`config.mk`:
```
export PLATFORM = sky130hd
export DESIGN_NAME = shift_seq_ctrl
export DESIGN_NICKNAME = d
export VERILOG_FILES = /design/src/rtl/shift_pkg.sv /design/src/rtl/shift_amt_counter.sv /design/src/rtl/shift_seq_ctrl.sv
export SDC_FILE = /design/constraint.sdc
export NUM_CORES = 1
export LEC_CHECK = 0
export BUFFER_PORTS_ARGS = -buffer_cell sky130_fd_sc_hd__clkbuf_2
export CAP_MARGIN = 0
export CELL_PAD_IN_SITES_DETAIL_PLACEMENT = 0
export CELL_PAD_IN_SITES_GLOBAL_PLACEMENT = 1
export CORE_UTILIZATION = 35
export CTS_BUF_LIST = sky130_fd_sc_hd__clkbuf_8
export CTS_CLUSTER_DIAMETER = 80
export DETAILED_ROUTE_END_ITERATION = 10
export PLACE_DENSITY_LB_ADDON = 0.1
export SYNTH_ARGS = -nofsm -noshare
export SYNTH_HDL_FRONTEND = slang
export SYNTH_HIERARCHICAL = 1
export SYNTH_SLANG_ARGS = --single-unit
export TNS_END_PERCENT = 100
```
`constraint.sdc`:
```
create_clock -name clk -period 2.2 [get_ports clk]
set_input_delay 0.44 -clock clk [delete_from_list [all_inputs] [get_ports clk]]
set_output_delay 0.44 -clock clk [all_outputs]
set_load 0.03 [all_outputs]
```
`src/rtl/shift_pkg.sv`:
```
// Shared definitions for the shift-register sequencer: FSM encoding, direction codes, default widths.
// Latency: n/a (types and constants only).
// Backpressure: n/a.
package shift_pkg;

    localparam int W_DEF     = 8;
    localparam int AMT_W_DEF = 3;

    typedef enum logic [1:0] {
        IDLE  = 2'd0,
        LOAD  = 2'd1,
        SHIFT = 2'd2,
        DONE  = 2'd3
    } state_t;

    localparam logic DIR_RIGHT = 1'b0;
    localparam logic DIR_LEFT  = 1'b1;

endpackage

```
`src/rtl/shift_amt_counter.sv`:
```
// Loadable down-counter tracking the remaining shift edges of one request.
// Latency: flags reflect the registered count (load/decrement visible one cycle later).
// Backpressure: none; load has priority over enable.
//
// Ports: clk, rst (async active-low), load + load_val (capture amount),
//        en (decrement by one), is_one / is_zero (count flags).
module shift_amt_counter
    import shift_pkg::*;
#(
    parameter int AMT_W = AMT_W_DEF
) (
    input  logic             clk,
    input  logic             rst,
    input  logic             load,
    input  logic             en,
    input  logic [AMT_W-1:0] load_val,
    output logic             is_one,
    output logic             is_zero
);

    logic [AMT_W-1:0] cnt;

    always_ff @(posedge clk or negedge rst) begin
        if (!rst) begin
            cnt <= '0;
        end else if (load) begin
            cnt <= load_val;
        end else if (en) begin
            cnt <= cnt - AMT_W'(1);
        end
    end

    assign is_zero = (cnt == '0);
    assign is_one  = (cnt == AMT_W'(1));

endmodule

```
`src/rtl/shift_seq_ctrl.sv`:
```
// Sequencer driving an external bidirectional shift register through load/dr/IN for req_amt shift edges.
// Latency: result valid req_amt+2 cycles after request acceptance; one request per req_amt+3 cycles at best.
// Backpressure: res_ready low parks the FSM in DONE with the register self-reloading; req_ready only in IDLE.
//
// Ports: clk, rst (async active-low); request handshake req_valid/req_ready with
//        req_data/req_amt/req_dir; result handshake res_valid/res_ready with res_data;
//        shift register controls sr_load/sr_dr/sr_in and its state sr_q/sr_msb/sr_lsb.
// Build option SHIFT_SEQ_CARRY_EN adds res_carry, the last bit shifted out of the register.
module shift_seq_ctrl
    import shift_pkg::*;
#(
    parameter int W     = W_DEF,
    parameter int AMT_W = AMT_W_DEF
) (
    input  logic             clk,
    input  logic             rst,
    input  logic             req_valid,
    output logic             req_ready,
    input  logic [W-1:0]     req_data,
    input  logic [AMT_W-1:0] req_amt,
    input  logic             req_dir,
    output logic             res_valid,
    input  logic             res_ready,
    output logic [W-1:0]     res_data,
    output logic             sr_load,
    output logic             sr_dr,
    output logic [W-1:0]     sr_in,
    input  logic [W-1:0]     sr_q,
    input  logic             sr_msb,
    input  logic             sr_lsb
`ifdef SHIFT_SEQ_CARRY_EN
    ,
    output logic             res_carry
`endif
);

    state_t         state;
    state_t         state_nxt;
    logic [W-1:0]   data_q;
    logic           dir_q;
    logic [W-1:0]   hold_q;
    logic           cnt_one;
    logic           cnt_zero;
    logic           accept;

    assign accept = (state == IDLE) && req_valid;

    shift_amt_counter #(
        .AMT_W (AMT_W)
    ) u_cnt (
        .clk      (clk),
        .rst      (rst),
        .load     (accept),
        .en       (state == SHIFT),
        .load_val (req_amt),
        .is_one   (cnt_one),
        .is_zero  (cnt_zero)
    );

    always_ff @(posedge clk or negedge rst) begin
        if (!rst) begin
            state  <= IDLE;
            data_q <= '0;
            dir_q  <= DIR_RIGHT;
            hold_q <= '0;
        end else begin
            state <= state_nxt;
            if (accept) begin
                data_q <= req_data;
                dir_q  <= req_dir;
            end
            // Remember the final value so IDLE keeps reloading the register with it.
            if ((state == DONE) && res_ready) begin
                hold_q <= sr_q;
            end
        end
    end

    // The register has no hold mode, so every non-SHIFT state keeps load=1 and feeds back a stable value.
    always_comb begin
        state_nxt = state;
        req_ready = 1'b0;
        res_valid = 1'b0;
        res_data  = '0;
        sr_load   = 1'b1;
        sr_dr     = DIR_RIGHT;
        sr_in     = hold_q;
        case (state)
            IDLE: begin
                req_ready = 1'b1;
                sr_in     = hold_q;
                if (req_valid) begin
                    state_nxt = LOAD;
                end
            end
            LOAD: begin
                sr_in     = data_q;
                state_nxt = cnt_zero ? DONE : SHIFT;
            end
            SHIFT: begin
                sr_load = 1'b0;
                sr_dr   = dir_q;
                sr_in   = data_q;
                if (cnt_one) begin
                    state_nxt = DONE;
                end
            end
            DONE: begin
                res_valid = 1'b1;
                res_data  = sr_q;
                sr_in     = sr_q;
                if (res_ready) begin
                    state_nxt = IDLE;
                end
            end
            default: begin
                state_nxt = IDLE;
            end
        endcase
    end

`ifdef SHIFT_SEQ_CARRY_EN
    logic carry_q;

    // The bit leaving the register on this edge: lsb for a right shift, msb for a left shift.
    always_ff @(posedge clk or negedge rst) begin
        if (!rst) begin
            carry_q <= 1'b0;
        end else if (state == LOAD) begin
            carry_q <= 1'b0;
        end else if (state == SHIFT) begin
            carry_q <= (dir_q == DIR_LEFT) ? sr_msb : sr_lsb;
        end
    end

    assign res_carry = (state == DONE) ? carry_q : 1'b0;
`else
    logic carry_unused;
    assign carry_unused = sr_msb ^ sr_lsb;
`endif

endmodule

```
==> results.cfg, run 1 <==
[run_status]
status = complete, no violations

[clocking]
clkLatencyLatePin_ps = 260
post_cts_resized = 4
post_cts_buffers = 0
h-tree-depth = 1
clockBufferDepth = 2
cts_hold_buf = 0
clkTransAtPathRegs_ps = 80
root_buffer = clkbuf_8
cts_tree = done
clock-sinks = 22
cts_buffers = 3

[placed_design]
dp_hpwl_um = 1910
gp_congestion = 0.705
placedCellCount = 202
place_ws_ps = 137
io_buffers = 43

[critical_path]
reg2reg_depth = 7
critical_path.max_fanout = 9
r2r_start = state[0]
crit_arrival_ps = 1640
reg2reg_slack_ps = 360
slowest_stage = dfrtp_2
path_class = reg2out
crit_chain = inv_1 > ha_4 > a21oi_1 > o21ai_0 > clkbuf_2
cpPeakStageDelay_ps = 460
r2r-end = u_cnt/cnt[2]
cp-end-kind = primary output
start_kind = flop
required_ps = 1760

[route]
drc_errors = 0
drt-total-wl_um = 2520
wl_per_cell_um = 12.2
vias_per_cell = 4.79
initialDrtViolationCount = 17
ant_nets = 0
drt_pre_antenna_iters = 4
vias = 987

[yosys]
synth_nets = 147
ys_seq_area_share_pct = 44.9
async_flop_share_pct = 100
synth_edf_count = 0
netlist_area_sq_um = 1220
synth_ff_type = dfrtp_1
ys_types = 24
synth-seq-cells = 22
syn_inst = 113
avgSynthCellArea_sq_um = 10.8
yosys_warnings = 6

[floorplanning]
rows = 21
initial_core_util_pct = 36.7
dieHeight_um = 61.2
core_area_sq_um = 3340
io_pins = 46
die_w_um = 61.2
die_area_sq_um = 3740

[power_and_ir_drop]
peakVddDrop_uv = 628
internal-power_mw = 1.48
swShare_pct = 46.1
leakagePower_nw = 0.776
switchingPower_mw = 1.27
seqPwrFrac_pct = 27.8
pwr_density_cell_nw_per_um2 = 1730
power.share.combinational_pct = 61.5
clockPowerShare_pct = 10.6
power.total_mw = 2.75

[sta]
hold_viol = 0
rsz0062_at_grt = no
layout_setup_ws_ps = 119
worst_pin_slew_ps = 548
whs_ps = 145
slew_violations = 0
finalSetupViolCount = 0
slew_headroom_pct = 63.4
min_period_ps = 2080
period_share_pct = 94.6
finClkSkew_ps = 0.792
fin_setup_tns_ps = 0
fmax_mhz = 481

[final_layout]
area.growth.synth_to_final_pct = 29.4
antennaDiodeCount = 0
final_layout_size_suffix_gt1_share_pct = 47.5
fin_nets = 195
finalNonFillerCells = 206

[job]
maxCapViolations = 0

[grt]
grt_pass1_wl_um = 3920
antenna_found_initial = 0
gr-total-overflow = 0
grt_pass1_vias = 818
grt_max_degree = 23
track_usage_pct = 14.7

[min_path]
hold_class = in2async
[area by class of cell]
class,instances,area [sq um]
multi-input combinational,82,657
clock buffer,4,55.1
sequential,22,553
tap,46,57.6
inverter,6,22.5
timing repair buffer,46,240
fill,328,1750
[worst max-delay path: cells and delay by family, from the launching register on]
kind / cells / cell delay [ps]
buffers and inverters: 2 / 340
adder cells (fa/ha/maj): 1 / 350
flip-flops: 1 / 460
AO/OA/AOI/OAI: 2 / 230
[routing by layer]
layer	part of all wire, %	vias to the layer above	track usage (%)
met4	1.7	0	6.82
li1	-	486	-
met1	47	468	20.2
met3	4.1	5	1.89
met5	0	-	0
met2	47	28	23.0
[through the flow]
stage | cell area [sq um] | utilization (%)
floorplan | 1220 | -
global placement | 1500 | 45.0
detailed placement | 1500 | 45.0
CTS | 1570 | 47.1
global route | 1590 | 47.5
finish | 1590 | 47.5
[power groups by stage]
stage	Combinational, mW	Clock, mW	Sequential [mW]
detailed placement	1.64	0	0.759
global route	1.86	0.314	0.792
finish	1.69	0.292	0.764
CTS	1.70	0.303	0.753
floorplan	1.26	0	0.719
global placement	1.62	0	0.749
[worst max-delay path by stage]
stage                     slack [ps]      from  endpoint  depth (start not counted)
after detailed placement         140  state[0]  sr_in[4]                          5
final                            120  state[0]  sr_in[1]                          5
after CTS                         30  state[1]  sr_in[4]                          5
after floorplan                 -110  state[0]  sr_in[0]                          5
after global placement           180  state[0]  sr_in[4]                          5
after global routing               9  state[0]  sr_in[5]                          5
[cells in the final DEF (no fill, tap or decap), drive strengths merged]
master,count
nand2b,3
and4bb,1
xnor2,1
a41oi,1
and3,1
inv,6
and2,10
mux2,18
buf,6
o31ai,1
nor2,2
nor2b,3
a21oi,8
nand2,14
o21ai,9
ha,8
dfrtp,22
a221o,1
clkbuf,44
o22a,1
[registers in the layout, summed over array words and instances (netlist names)]
signal and count:
state 2, hold_q 8, data_q 8, u_cnt/cnt 3, dir_q 1
[cell families (layout without fill, tap and decap cells)]
kind of cell,after synthesis,count (layout),synth area share (%)
flip-flops,22,22,44.9
XOR/XNOR,1,1,0.715
buffers and inverters,9,56,3.47
multiplexers,18,18,16.9
AO/OA/AOI/OAI,21,21,9.81
AND/OR/NAND/NOR,34,34,16.0
adder cells (fa/ha/maj),8,8,8.17
[synthesized netlist by cell type (2+ instances only)]
| cell type | instances | share of area, % |
|---|---|---|
| a21oi_1 | 8 | 3.3 |
| and2_1 | 10 | 5.1 |
| dfrtp_1 | 22 | 45 |
| ha_1 | 8 | 8.2 |
| inv_1 | 6 | 1.8 |
| mux2_2 | 17 | 16 |
| nand2_1 | 12 | 3.7 |
| nand2_2 | 2 | 1.0 |
| nand2b_1 | 2 | 1.0 |
| nor2_1 | 2 | 0.61 |
| nor2b_1 | 3 | 1.5 |
| o21ai_0 | 9 | 3.7 |
Note: power is estimated with default switching activity, not from simulation.
==> run 2, diff against run 1 <==
--- a/config.mk
+++ b/config.mk
@@ -7,7 +7,7 @@
 export LEC_CHECK = 0
 export BUFFER_PORTS_ARGS = -buffer_cell sky130_fd_sc_hd__clkbuf_2
 export CAP_MARGIN = 0
-export CELL_PAD_IN_SITES_DETAIL_PLACEMENT = 0
+export CELL_PAD_IN_SITES_DETAIL_PLACEMENT = 1
 export CELL_PAD_IN_SITES_GLOBAL_PLACEMENT = 1
 export CORE_UTILIZATION = 35
 export CTS_BUF_LIST = sky130_fd_sc_hd__clkbuf_8
==> results.cfg, run 2 (synthesis results as in run 1) <==
[run_status]
status = complete, no violations

[sta]
slew_violations = 0
finalSetupViolCount = 0
period_share_pct = 94.7
slew_headroom_pct = 64.3
hold_viol = 0
worst_pin_slew_ps = 535
fmax_mhz = 480
min_period_ps = 2080
finClkSkew_ps = 2.71

[final_layout]
fillers = 387
multi_input_area_sq_um = 657
area.growth.synth_to_final_pct = 30.5
final_layout_size_suffix_gt1_share_pct = 47.5
top_regs = data_q x8, hold_q x8, u_cnt/cnt x3
antennaDiodeCount = 0
layout_common_cells = 42 x clkbuf_2, 20 x dfrtp_1, 17 x mux2_2, 12 x nand2_1, 10 x and2_1
fin_nets = 195
seq_area_sq_um = 553
final_common_cell = clkbuf_2
fin_util_pct = 47.9

[power_and_ir_drop]
leakagePower_nw = 0.782
pwr_density_cell_nw_per_um2 = 1780
peakVddDrop_uv = 513
power.total_mw = 2.84

[critical_path]
path_class = reg2out
cpPeakStageDelay_ps = 460
cp-end-kind = primary output
crit_arrival_ps = 1640
crit_chain = inv_1 > ha_4 > a21oi_1 > o21ai_0 > clkbuf_2
slowest_stage = dfrtp_2
reg2reg_slack_ps = 330
cp.buffers_inverters = 2
critical_path.max_fanout = 9
path_delay_family = flip-flops
start_kind = flop
required_ps = 1760

[floorplanning]
die_area_sq_um = 3740
initial_core_util_pct = 36.7
io_pins = 46
dieHeight_um = 61.2
die_w_um = 61.2
core_area_sq_um = 3340
rows = 21

[clocking]
post_cts_buffers = 0
root_buffer = clkbuf_8
clkTransAtPathRegs_ps = 80
clockBufferDepth = 2
cts_buffers = 3
h-tree-depth = 1
clock-sinks = 22
cts_tree = done
cts_hold_buf = 0
clkLatencyLatePin_ps = 260

[grt]
gr-total-overflow = 0
antenna_found_initial = 0
track_usage_pct = 16.9
grt_pass1_vias = 1012
grt_pass1_wl_um = 4580
grt_max_degree = 23

[route]
vias_per_cell = 4.85
initialDrtViolationCount = 13
wl_per_cell_um = 13.6
drt-total-wl_um = 2800
vias = 1000
drc_errors = 0
drt_pre_antenna_iters = 4
ant_nets = 0

[placed_design]
dp_hpwl_um = 2210
io_buffers = 43
gp_congestion = 0.705

[job]
maxCapViolations = 0

[min_path]
hold_class = in2async
[run 2: per-stage QoR]
step	std cells	hold slack [ps]	setup slack [ps]	area (sq um)	setup TNS [ps]
2_1_floorplan	113	144	-110	1220	-368
3_3_place_gp	202	455	180	1500	0
3_5_place_dp	202	447	166	1500	0
4_1_cts	206	156	63.8	1590	0
5_1_grt	206	178	-1.17	1600	-1.17
6_report	206	140	116	1600	0
[run 2: final timing paths]
check | start | to | depth (start not counted)
setup / recovery | state[0] | sr_in[7] | 5
hold / removal | rst | hold_q[3] | 1
setup reg to reg | state[0] | u_cnt/cnt[2] | 7
hold reg to reg | hold_q[1] | hold_q[1] | 1
max in group asynchronous | rst | state[0] | 1
min in group clk | req_amt[1] | u_cnt/cnt[1] | 3
[run 2: power by group]
part | switching, mW | internal [mW] | total [mW]
clock | 0.133 | 0.243 | 0.376
combinational | 1.00 | 0.687 | 1.69
sequential | 0.152 | 0.621 | 0.773
total | 1.29 | 1.55 | 2.84
[run 2: area by class of cell]
type	count	share of cell area, %
timing repair buffer	46	14.9
tap	46	3.60
sequential	22	34.6
multi-input combinational	82	41.1
clock buffer	3	2.58
inverter	6	1.41
clock inverter	1	1.88
[run 2: metal layers]
layer,track usage [%],share of wire (%)
met3,2.52,3.8
met5,0,0
met2,29.5,51
met1,21.4,44
met4,5.84,1.4
[run 2: what timing repair did]
action / 4_1_cts / 5_1_grt
pin swaps: 0 / 0
cloned: 0 / 0
gates resized for setup: 4 / 3
endpoints found under the setup margin: 8 / 4
[run 2: worst reg2reg max path, cell delays in order (launching register included)]
cell and delay, ps:
dfrtp_2 480, inv_1 140, ha_4 140, buf_4 180, nand2_2 150, inv_1 200
and4bb_1 210, a221o_1 260
==> run 3, diff against run 2 <==
--- a/config.mk
+++ b/config.mk
@@ -13,6 +13,7 @@
 export CTS_BUF_LIST = sky130_fd_sc_hd__clkbuf_8
 export CTS_CLUSTER_DIAMETER = 80
 export DETAILED_ROUTE_END_ITERATION = 10
+export GPL_ROUTABILITY_DRIVEN = 0
 export PLACE_DENSITY_LB_ADDON = 0.1
 export SYNTH_ARGS = -nofsm -noshare
 export SYNTH_HDL_FRONTEND = slang
==> constraint.sdc (replaced) <==
create_clock -name clk -period 2.12 [get_ports clk]
set_input_delay 0.424 -clock clk [delete_from_list [all_inputs] [get_ports clk]]
set_output_delay 0.424 -clock clk [all_outputs]
set_load 0.03 [all_outputs]
==> results.cfg, run 3 (synthesis results as in run 1) <==
[floorplanning]
die_w_um = 61.2
rows = 21
initial_core_util_pct = 36.7
dieHeight_um = 61.2
die_area_sq_um = 3740
core_area_sq_um = 3340
io_pins = 46

[clocking]
clkLatencyLatePin_ps = 260
h-tree-depth = 1
clock-sinks = 22
clockBufferDepth = 2
cts_buffers = 3
root_buffer = clkbuf_8
cts_tree = done
clkTransAtPathRegs_ps = 80
cts_hold_buf = 0

[power_and_ir_drop]
peakVddDrop_uv = 629
pwr_density_cell_nw_per_um2 = 1860
power.total_mw = 3.04
leakagePower_nw = 0.799

[critical_path]
path_delay_family = flip-flops
r2r_start = state[0]
reg2reg_depth = 7
cp.buffers_inverters = 2
crit_arrival_ps = 1590
required_ps = 1700
critical_path.max_fanout = 9
crit_chain = inv_1 > ha_4 > a21oi_1 > o21ai_0 > clkbuf_2
path_class = reg2out
cpPeakStageDelay_ps = 430
r2r-end = u_cnt/cnt[2]
cp-end-kind = primary output
start_kind = flop
crit_cells = 5
slowest_stage = dfrtp_2
reg2reg_slack_ps = 280

[min_path]
hold_class = in2async

[route]
drt-total-wl_um = 2870
drc_errors = 0
drt_pre_antenna_iters = 3
wl_per_cell_um = 13.7
vias = 1000
vias_per_cell = 4.78
initialDrtViolationCount = 9
ant_nets = 0

[sta]
rsz0062_at_grt = no
finClkSkew_ps = 1.34
slew_violations = 0
finalSetupViolCount = 0
min_period_ps = 2020
worst_pin_slew_ps = 543
period_share_pct = 95.1
slew_headroom_pct = 63.8
layout_setup_ws_ps = 104
fmax_mhz = 496
hold_viol = 0

[final_layout]
seq_area_sq_um = 553
fin_nets = 198
antennaDiodeCount = 0
top_regs = data_q x8, hold_q x8, u_cnt/cnt x3
area.growth.synth_to_final_pct = 33.2
final_layout_size_suffix_gt1_share_pct = 48.5
final_cell_area_sq_um = 1630
layout_common_cells = 37 x clkbuf_2, 20 x dfrtp_1, 17 x mux2_2, 12 x nand2_1
final_common_cell = clkbuf_2
fillers = 404
multi_input_area_sq_um = 657
finalNonFillerCells = 209

[placed_design]
placed_area_sq_um = 1500
dp_hpwl_um = 2240
io_buffers = 43
place_ws_ps = 96.5
placedCellCount = 202

[grt]
grt_pass1_vias = 1058
grt_max_degree = 23
gr-total-overflow = 0
antenna_found_initial = 0
grt_pass1_wl_um = 4620
track_usage_pct = 17.1

[job]
maxCapViolations = 0

[run_status]
status = complete, no violations
-- run 3: cell types whose count changed in the layout (fill, tap and decap cells not counted), sizes merged --
| cell | previous run | this run |
|---|---|---|
| clkbuf | 45 | 40 |
| buf | 4 | 12 |
-- run 3: stage by stage --
stage | util, % | hold slack, ps | setup TNS, ps
final | 48.9 | 130 | 0
after global routing | 48.9 | 171 | 0
after CTS | 47.9 | 144 | 0
after detailed placement | 45.0 | 434 | 0
after global placement | 45.0 | 439 | 0
after floorplan | - | 128 | -880
-- run 3: how the worst max path moves through the flow --
stage               slack (ps)      from       end
floorplan                 -170  state[0]  sr_in[0]
global placement           120  state[0]  sr_in[4]
detailed placement         100  state[0]  sr_in[1]
CTS                         20  state[0]  sr_in[1]
global route                20  state[0]     sr_dr
finish                     100  state[0]  sr_in[2]
-- run 3: per-layer routing --
| layer | wire length, um | vias up | track usage (%) | share of wire, % |
|---|---|---|---|---|
| met5 | 0 | - | 0 | 0 |
| met4 | 19 | 0 | 6.82 | 0.66 |
| met1 | 1220 | 489 | 21.1 | 42 |
| met2 | 1510 | 25 | 30.1 | 53 |
| li1 | - | 484 | - | - |
| met3 | 124 | 2 | 2.31 | 4.3 |
-- run 3: worst reg2reg max path, delay by kind of cell, from the launching register on --
kind / cells / cell delay, ps
buf+inv: 3 / 520
fa+ha+maj: 1 / 150
flops: 1 / 460
simple gates: 2 / 360
compound gates: 1 / 260
-- run 3: timing repair --
item	in CTS	in global routing
cloned	0	0
pin swaps	0	0
setup endpoints to repair	8	9
resized for setup	6	10
setup buffers	0	3
-- run 3: area by class of cell --
cell class / instances / share of cell area [%]
clock buffers: 3 / 2.53
inverters: 6 / 1.38
repair buffers: 49 / 16.6
clock inverters: 1 / 1.84
well taps: 46 / 3.53
flip-flops and latches: 22 / 33.9
multi-input cells: 82 / 40.3
-- run 3: power by group --
group	internal [mW]	switching (mW)
Sequential	0.644	0.142
Clock	0.252	0.136
Combinational	0.793	1.07
Total	1.69	1.35
